--- config.mk ---
export PLATFORM = sky130hd
export DESIGN_NAME = cache_profiler_mc
export DESIGN_NICKNAME = d
export VERILOG_FILES = /design/src/rtl/cache_profiler_mc.sv
export SDC_FILE = /design/constraint.sdc
export NUM_CORES = 1
export LEC_CHECK = 0
export CAP_MARGIN = 30
export CORE_UTILIZATION = 35
export DETAILED_ROUTE_END_ITERATION = 10
export GPL_TIMING_DRIVEN = 0
export SLEW_MARGIN = 20
export SYNTH_ARGS = -nofsm -noshare
export SYNTH_HDL_FRONTEND = slang
export SYNTH_SLANG_ARGS = --single-unit
--- constraint.sdc ---
create_clock -name clk -period 4.56 [get_ports clk]
set_input_delay 0.456 -clock clk [delete_from_list [all_inputs] [get_ports clk]]
set_output_delay 0.456 -clock clk [all_outputs]
set_load 0.05 [all_outputs]
--- src/rtl/cache_profiler_mc.sv ---
// Multi-channel cache event profiler.
// Live request/hit/fill counters with snapshot shadow registers.
module cache_profiler_mc #(
  parameter int NUM_CH   = 2,
  parameter int CNT_W    = 32,
  parameter int SATURATE = 1
) (
  input  logic                    clk,
  input  logic                    rst,
  input  logic                    enable,
  input  logic                    clear,
  input  logic                    snapshot,
  input  logic [NUM_CH-1:0]       request,
  input  logic [NUM_CH-1:0]       hit,
  input  logic [NUM_CH-1:0]       fill_busy,
  output logic [NUM_CH*CNT_W-1:0] req_cnt,
  output logic [NUM_CH*CNT_W-1:0] hit_cnt,
  output logic [NUM_CH*CNT_W-1:0] miss_cnt,
  output logic [NUM_CH*CNT_W-1:0] fill_cyc_cnt,
  output logic [NUM_CH*CNT_W-1:0] fill_max,
  output logic [NUM_CH-1:0]       overflow,
  output logic                    snap_valid
);

  localparam logic [CNT_W-1:0] ONES = '1;

  logic [NUM_CH-1:0] req_q, hit_q, fill_q;
  logic [NUM_CH-1:0] req_inc, hit_inc, fill_inc;
  logic [NUM_CH-1:0] ovf_q, ovf_n;
  logic              sv_q;

  logic [CNT_W-1:0] req_l [NUM_CH];
  logic [CNT_W-1:0] hit_l [NUM_CH];
  logic [CNT_W-1:0] fcy_l [NUM_CH];
  logic [CNT_W-1:0] run_l [NUM_CH];
  logic [CNT_W-1:0] max_l [NUM_CH];

  logic [CNT_W-1:0] req_n [NUM_CH];
  logic [CNT_W-1:0] hit_n [NUM_CH];
  logic [CNT_W-1:0] fcy_n [NUM_CH];
  logic [CNT_W-1:0] run_n [NUM_CH];
  logic [CNT_W-1:0] max_n [NUM_CH];

  logic [CNT_W-1:0] req_s [NUM_CH];
  logic [CNT_W-1:0] hit_s [NUM_CH];
  logic [CNT_W-1:0] fcy_s [NUM_CH];
  logic [CNT_W-1:0] max_s [NUM_CH];

  // Increment with either stick-at-all-ones or wrap behaviour.
  function automatic logic [CNT_W-1:0] bump(input logic [CNT_W-1:0] v);
    if (v == ONES) return (SATURATE != 0) ? v : '0;
    return v + 1'b1;
  endfunction

  assign req_inc  = {NUM_CH{enable}} & request & ~req_q;
  assign hit_inc  = {NUM_CH{enable}} & hit & ~hit_q;
  assign fill_inc = {NUM_CH{enable}} & fill_busy;

  // Next live values for every channel, before clear is applied.
  always_comb begin
    ovf_n = ovf_q;
    for (int i = 0; i < NUM_CH; i++) begin
      req_n[i] = req_inc[i] ? bump(req_l[i]) : req_l[i];
      hit_n[i] = hit_inc[i] ? bump(hit_l[i]) : hit_l[i];
      fcy_n[i] = fill_inc[i] ? bump(fcy_l[i]) : fcy_l[i];
      if (!fill_busy[i])
        run_n[i] = '0;
      else if (fill_inc[i])
        run_n[i] = bump(run_l[i]);
      else
        run_n[i] = run_l[i];
      max_n[i] = max_l[i];
      if (fill_inc[i] && run_n[i] > max_l[i])
        max_n[i] = run_n[i];
      if ((req_inc[i]  && req_l[i] == ONES) ||
          (hit_inc[i]  && hit_l[i] == ONES) ||
          (fill_inc[i] && fcy_l[i] == ONES) ||
          (fill_inc[i] && run_l[i] == ONES))
        ovf_n[i] = 1'b1;
    end
  end

  // Edge history, live counters, shadows and status flags.
  always_ff @(posedge clk) begin
    if (rst) begin
      req_q  <= '0;
      hit_q  <= '0;
      fill_q <= '0;
      ovf_q  <= '0;
      sv_q   <= 1'b0;
      for (int i = 0; i < NUM_CH; i++) begin
        req_l[i] <= '0;
        hit_l[i] <= '0;
        fcy_l[i] <= '0;
        run_l[i] <= '0;
        max_l[i] <= '0;
        req_s[i] <= '0;
        hit_s[i] <= '0;
        fcy_s[i] <= '0;
        max_s[i] <= '0;
      end
    end else begin
      req_q  <= request;
      hit_q  <= hit;
      fill_q <= fill_busy;
      if (snapshot) begin
        for (int i = 0; i < NUM_CH; i++) begin
          req_s[i] <= req_l[i];
          hit_s[i] <= hit_l[i];
          fcy_s[i] <= fcy_l[i];
          max_s[i] <= max_l[i];
        end
      end
      if (clear) begin
        ovf_q <= '0;
        sv_q  <= snapshot;
        for (int i = 0; i < NUM_CH; i++) begin
          req_l[i] <= '0;
          hit_l[i] <= '0;
          fcy_l[i] <= '0;
          run_l[i] <= '0;
          max_l[i] <= '0;
        end
      end else begin
        ovf_q <= ovf_n;
        sv_q  <= sv_q | snapshot;
        for (int i = 0; i < NUM_CH; i++) begin
          req_l[i] <= req_n[i];
          hit_l[i] <= hit_n[i];
          fcy_l[i] <= fcy_n[i];
          run_l[i] <= run_n[i];
          max_l[i] <= max_n[i];
        end
      end
    end
  end

  for (genvar g = 0; g < NUM_CH; g++) begin : g_out
    assign req_cnt[g*CNT_W +: CNT_W]      = req_s[g];
    assign hit_cnt[g*CNT_W +: CNT_W]      = hit_s[g];
    assign fill_cyc_cnt[g*CNT_W +: CNT_W] = fcy_s[g];
    assign fill_max[g*CNT_W +: CNT_W]     = max_s[g];
    assign miss_cnt[g*CNT_W +: CNT_W]     =
      (req_s[g] >= hit_s[g]) ? req_s[g] - hit_s[g] : '0;
  end

  assign overflow   = ovf_q;
  assign snap_valid = sv_q;

endmodule

Word level (Yosys, flattened, before mapping)
Memory sizes are Yosys's and may differ from the RTL's.
Index checks and enable logic that the tools add are counted.
Word-level totals
  register bits: 7
  memory bits (writable): 576
  bits of input ports: 11
  output and inout port bits: 323
  logic and storage cells: 171
  memories: 9
Memories
  fcy_l: depth 2, bits a word 32, read ports 2, clocked after Yosys merged registers in 0, wr ports 2, line 34  | logic [CNT_W-1:0] fcy_l [NUM_CH];
  fcy_s: depth 2, bits a word 32, read ports 2, clocked after Yosys merged registers in 0, wr ports 2, line 46  | logic [CNT_W-1:0] fcy_s [NUM_CH];
  hit_l: depth 2, bits a word 32, read ports 2, clocked after Yosys merged registers in 0, wr ports 2, line 33  | logic [CNT_W-1:0] hit_l [NUM_CH];
  hit_s: depth 2, bits a word 32, read ports 2, clocked after Yosys merged registers in 0, wr ports 2, line 45  | logic [CNT_W-1:0] hit_s [NUM_CH];
  max_l: depth 2, bits a word 32, read ports 2, clocked after Yosys merged registers in 0, wr ports 2, line 36  | logic [CNT_W-1:0] max_l [NUM_CH];
  max_s: depth 2, bits a word 32, read ports 2, clocked after Yosys merged registers in 0, wr ports 2, line 47  | logic [CNT_W-1:0] max_s [NUM_CH];
  3 more memories
Cells by class
  $add $sub $neg: 10
  $lt $le $gt $ge: 4
  equality and inequality tests: 8
  mux-type cells: 82
  bitwise logic cells: 36
  reduce and logical (&&, ||, !) cells: 17
Operator list (count)
  2-to-1 mux 32 bit: 58
  adder 32 x 1 -> 32 bit (second input constant): 8
  equality test 32 bit (second input constant): 8
  greater-or-equal comparator 32 bit: 2
  > comparator 32 bit: 2
  subtractor 32 bit: 2
  bitwise OR 1 bit: 29
  2-to-1 mux 1 bit: 24
  AND 2 bit: 5
  logical AND 1 bit: 10
  logical OR 1 bit: 6
  NOT 2 bit: 2
  OR reduction 2 bit: 1

Logic depth before layout (Yosys ltp)
  word-level depth: 11
  mapped depth: 20
  gate-level depth less buffers: 19

Least setup slack after synthesis
No wires, ideal clock.
  path kind: reg-to-output
  start: mem hit_s[0][9]
  end: out miss_cnt[16]
  arrival time: 4.616 ns
  data required time: 4.104 ns
  setup slack: -0.512 ns
  cell stages (with the launch flop): 12
  path buffers: 1
  cells stage by stage: edfxtp_1 -> inv_1 -> ha_1 -> clkbuf_1 -> a211oi_1 -> o31ai_1 -> a21oi_1 -> nand2_1 -> nor3_1 -> o21ai_0 -> a31oi_1 -> a2111oi_0
RTL lines
  start, declared: line 45
  end, declared: line 18  | output logic [NUM_CH*CNT_W-1:0] miss_cnt,

==> run_results.csv <==
group,metric,value,unit
status,status,"finished clean",
yosys,netlist_area,0.03101,mm2
job,maxCapViolCount,0,
yosys,yosys_most_used_dff,"edfxtp_1",
clocking,insertion_delay,0.60,ns
placement,dp_slack,-1.286,ns
global_routing,antenna_found_initial,5,
yosys,synth_edf_count,576,
sta,layout_setup_ws,0.1641,ns
worst_setup_path,worstSetupPathType,"reg2out",
die,start_util,0.3552,
worst_setup_path,critPathLaunchType,"flop",
worst_setup_path,crit_path_max_incr_delay,0.49,ns
die,ios,334,
clocking,cts-buffers-inserted,69,
die,fp-row-count,108,
drt,drt_iter0_markers,1256,
pwr,powerDensity,384.5,mW/mm2
worst_setup_path,cp_cell_sequence,"ha_1 -> o211ai_2 -> nor4b_2 -> a22oi_2 -> a31oi_4 -> nor3_1 -> or3_1 -> a221o_2 -> buf_6 -> nor3_2 -> clkbuf_4",
drt,vias,22120,
sta,hold_viol,0,
worst_setup_path,required,4.10,ns
clocking,htreeDepth,3,
clocking,cts.path.max_buffers,3,
pwr,leakage,0.01504,uW
global_routing,grt_pass1_wl,124900,um
worst_setup_path,cp_num_buf_inv,2,
worst_setup_path,path_max_fanout,10,
placement,post-dp-hpwl,62210,um
yosys,ys_types,68,
yosys,syn_avg_cell_area,11.01,um2
final_layout,final_layout_size_suffix_gt1_frac,0.09145,
drt,routed.top_layer,"met5",
final_layout,area_delta_synth_final,26.22,%
drt,routedWlPerCell,18.21,um
drt,dr_wl_met2,39180,um
sta,timing.fmax,227.5,MHz
placement,io_buffer_count,331,
yosys,netlist_instances,2815,
yosys,synth-seq-cells,583,
min_path,hold_depth,3,
global_routing,grt.total_usage,0.1805,
drt,drt-pass1-iter-count,6,
worst_setup_path,crit_cells,11,
placement,place.gp.congestion,0.8865,
sta,tightestPinTransition,0.9390,ns
global_routing,grt-ovfl-total,0,
global_routing,grt_pass1_vias,21790,
clocking,cts_tree,"yes",
sta,slew_headroom,0.3740,
worst_setup_path,critical_path_arrival,3.94,ns
die,core-area,0.08729,mm2
drt,drc,0,
yosys,yosys_warnings,0,
die,die_y,299.6,um
drt,detail-route-antenna-nets,0,
die,die_area,0.08978,mm2
clocking,holdBufCountCts,0,
worst_setup_path,end_kind,"primary output",
sta,finalMaxSlewViolations,0,
final_layout,fin_nets,3488,
drt,drt-vias-per-instance,4.863,
worst_setup_path,path_delay_family,"compound AO/OA/AOI/OAI gates",
drt,wl_met1,36900,um
worst_setup_path,cp_slowest_cell,"a221o_2",
pwr,irDropWorstVdd,0.2657,mV
sta,fin_crit_sh,0.9640,
yosys,yosysSeqAreaShare,0.5624,
sta,final.min_clock_period,4.396,ns
pwr,p_total,15050,uW
die,die_w,299.6,um
clocking,cts-root-buf,"clkbuf_16",
sta,skew,0.03267,ns
drt,finalWirelength,82830,um
min_path,hp-class,"in2reg",
yosys,async_reset_ff_frac,0,
clocking,clk_pin_slew,0.06,ns
global_routing,grt_start_max_net_pins,52,
sta,finalSetupViolations,0,
worst_setup_path,reg2regPathDepth,17,
drt,dr_wl_met3,4614,um
clocking,numClockSinks,583,
through the flow:
step | std cells | utilization | area, um2 | TNS, ns | hold slack [ns]
final | 4548 | 0.4483 | 39140 | 0 | 0.4683
after global routing | 4546 | 0.4483 | 39130 | -2.353 | 0.4463
after CTS | 4521 | 0.4458 | 38920 | 0 | 0.4188
after detailed placement | 4384 | 0.4177 | 36460 | -65.30 | 0.5018
after global placement | 4364 | 0.4125 | 36000 | -1058.52 | 0.4854
after floorplan | 2878 | - | 31250 | 0 | 0.5246
worst paths after layout:
check               start            to  slack [ns]
min          fill_busy[1]  run_l[0][33]        0.47
max          req_s[0][40]  miss_cnt[57]        0.16
min reg2reg   overflow[1]   overflow[1]        0.52
max reg2reg   run_l[0][8]  max_l[0][26]        0.18
state kept, by name (all words and copies together) (netlist names):
name        cells
fcy_l          64
fcy_s          64
hit_l          64
hit_q           2
hit_s          64
max_l          64
max_s          64
overflow        2
req_l          64
req_q           2
req_s          64
run_l          64
snap_valid      1
synth_stat cells, types with 24 or more instances:
cell type / count / share of area
or3_1: 36 / 0.0073
nor3_1: 32 / 0.0052
and4_1: 24 / 0.0068
ha_1: 136 / 0.055
nand3_1: 100 / 0.016
edfxtp_1: 576 / 0.56
nor2_1: 361 / 0.044
o21ai_0: 71 / 0.011
a21o_1: 61 / 0.015
xnor2_1: 89 / 0.025
nand2_1: 158 / 0.019
and2_1: 284 / 0.057
a21oi_1: 112 / 0.018
and3_1: 48 / 0.0097
inv_1: 155 / 0.019
nand4_1: 77 / 0.016
clkbuf_1: 81 / 0.0098
nor2b_1: 90 / 0.018
xor2_1: 172 / 0.049
what timing repair did:
| action | in CTS | in global routing |
|---|---|---|
| gates cloned | 0 | 3 |
| endpoints found under the setup margin | 128 | 124 |
| gates resized for setup | 196 | 135 |
| pin swaps | 11 | 30 |
| setup buffers | 15 | 20 |
logic make-up after synthesis:
logic type / share of synthesized area
flip-flops: 0.5624
AND/OR/NAND/NOR: 0.2113
XOR/XNOR: 0.07373
adder cells (fa/ha/maj): 0.05617
multiplexers: 0.001089
other: 0.0001209
AO/OA/AOI/OAI: 0.06525
buffers and inverters: 0.03002
final cells by class:
class	instances	area [um2]
diodes	3	7.507
clock inverters	31	326.6
plain buffers	89	371.6
flip-flops and latches	583	17440
multi-input cells	2051	13280
clock buffers	91	1882
well taps	1155	1445
inverters	155	581.8
fillers	8215	48160
repair buffers	390	3804
power breakdown:
part           internal [uW]  switching, uW
Combinational            992           2060
Clock                   3250           2190
Sequential              6270            289
worst min-delay path, stage by stage:
cell	delay [ns]
clkbuf_1	0.19
nand3_1	0.16
a21oi_1	0.08
cells in the final DEF (no fill, tap or decap), types with 7 or more instances in the layout:
| cell type | instances |
|---|---|
| nor3_1 | 32 |
| xnor2_1 | 89 |
| a21oi_2 | 9 |
| buf_4 | 37 |
| o21bai_1 | 9 |
| and2_1 | 282 |
| buf_16 | 8 |
| inv_1 | 155 |
| clkbuf_16 | 73 |
| nand3_1 | 100 |
| or3_1 | 35 |
| nand2_1 | 156 |
| buf_6 | 10 |
| ha_1 | 135 |
| buf_2 | 32 |
| clkbuf_1 | 93 |
| clkdlybuf4s50_1 | 267 |
| nor2_1 | 353 |
| and3_1 | 46 |
| edfxtp_1 | 576 |
| nand2b_1 | 9 |
| clkbuf_2 | 22 |
| conb_1 | 64 |
| clkinv_2 | 7 |
| nor4_1 | 10 |
| nor2b_1 | 90 |
| and4_1 | 19 |
| dlygate4sd2_1 | 8 |
| nand4_1 | 77 |
| a21oi_1 | 103 |
| o21ai_0 | 61 |
| dfxtp_1 | 7 |
| clkinv_1 | 8 |
| a21o_1 | 60 |
| xor2_1 | 171 |
per-layer routing:
layer | GRT usage | up-vias
li1 | - | 10930
met1 | 0.2347 | 10550
met2 | 0.3009 | 509
met3 | 0.03769 | 129
met4 | 0.05539 | 4
met5 | 0 | -
Note: power is estimated with default switching activity, not from simulation.
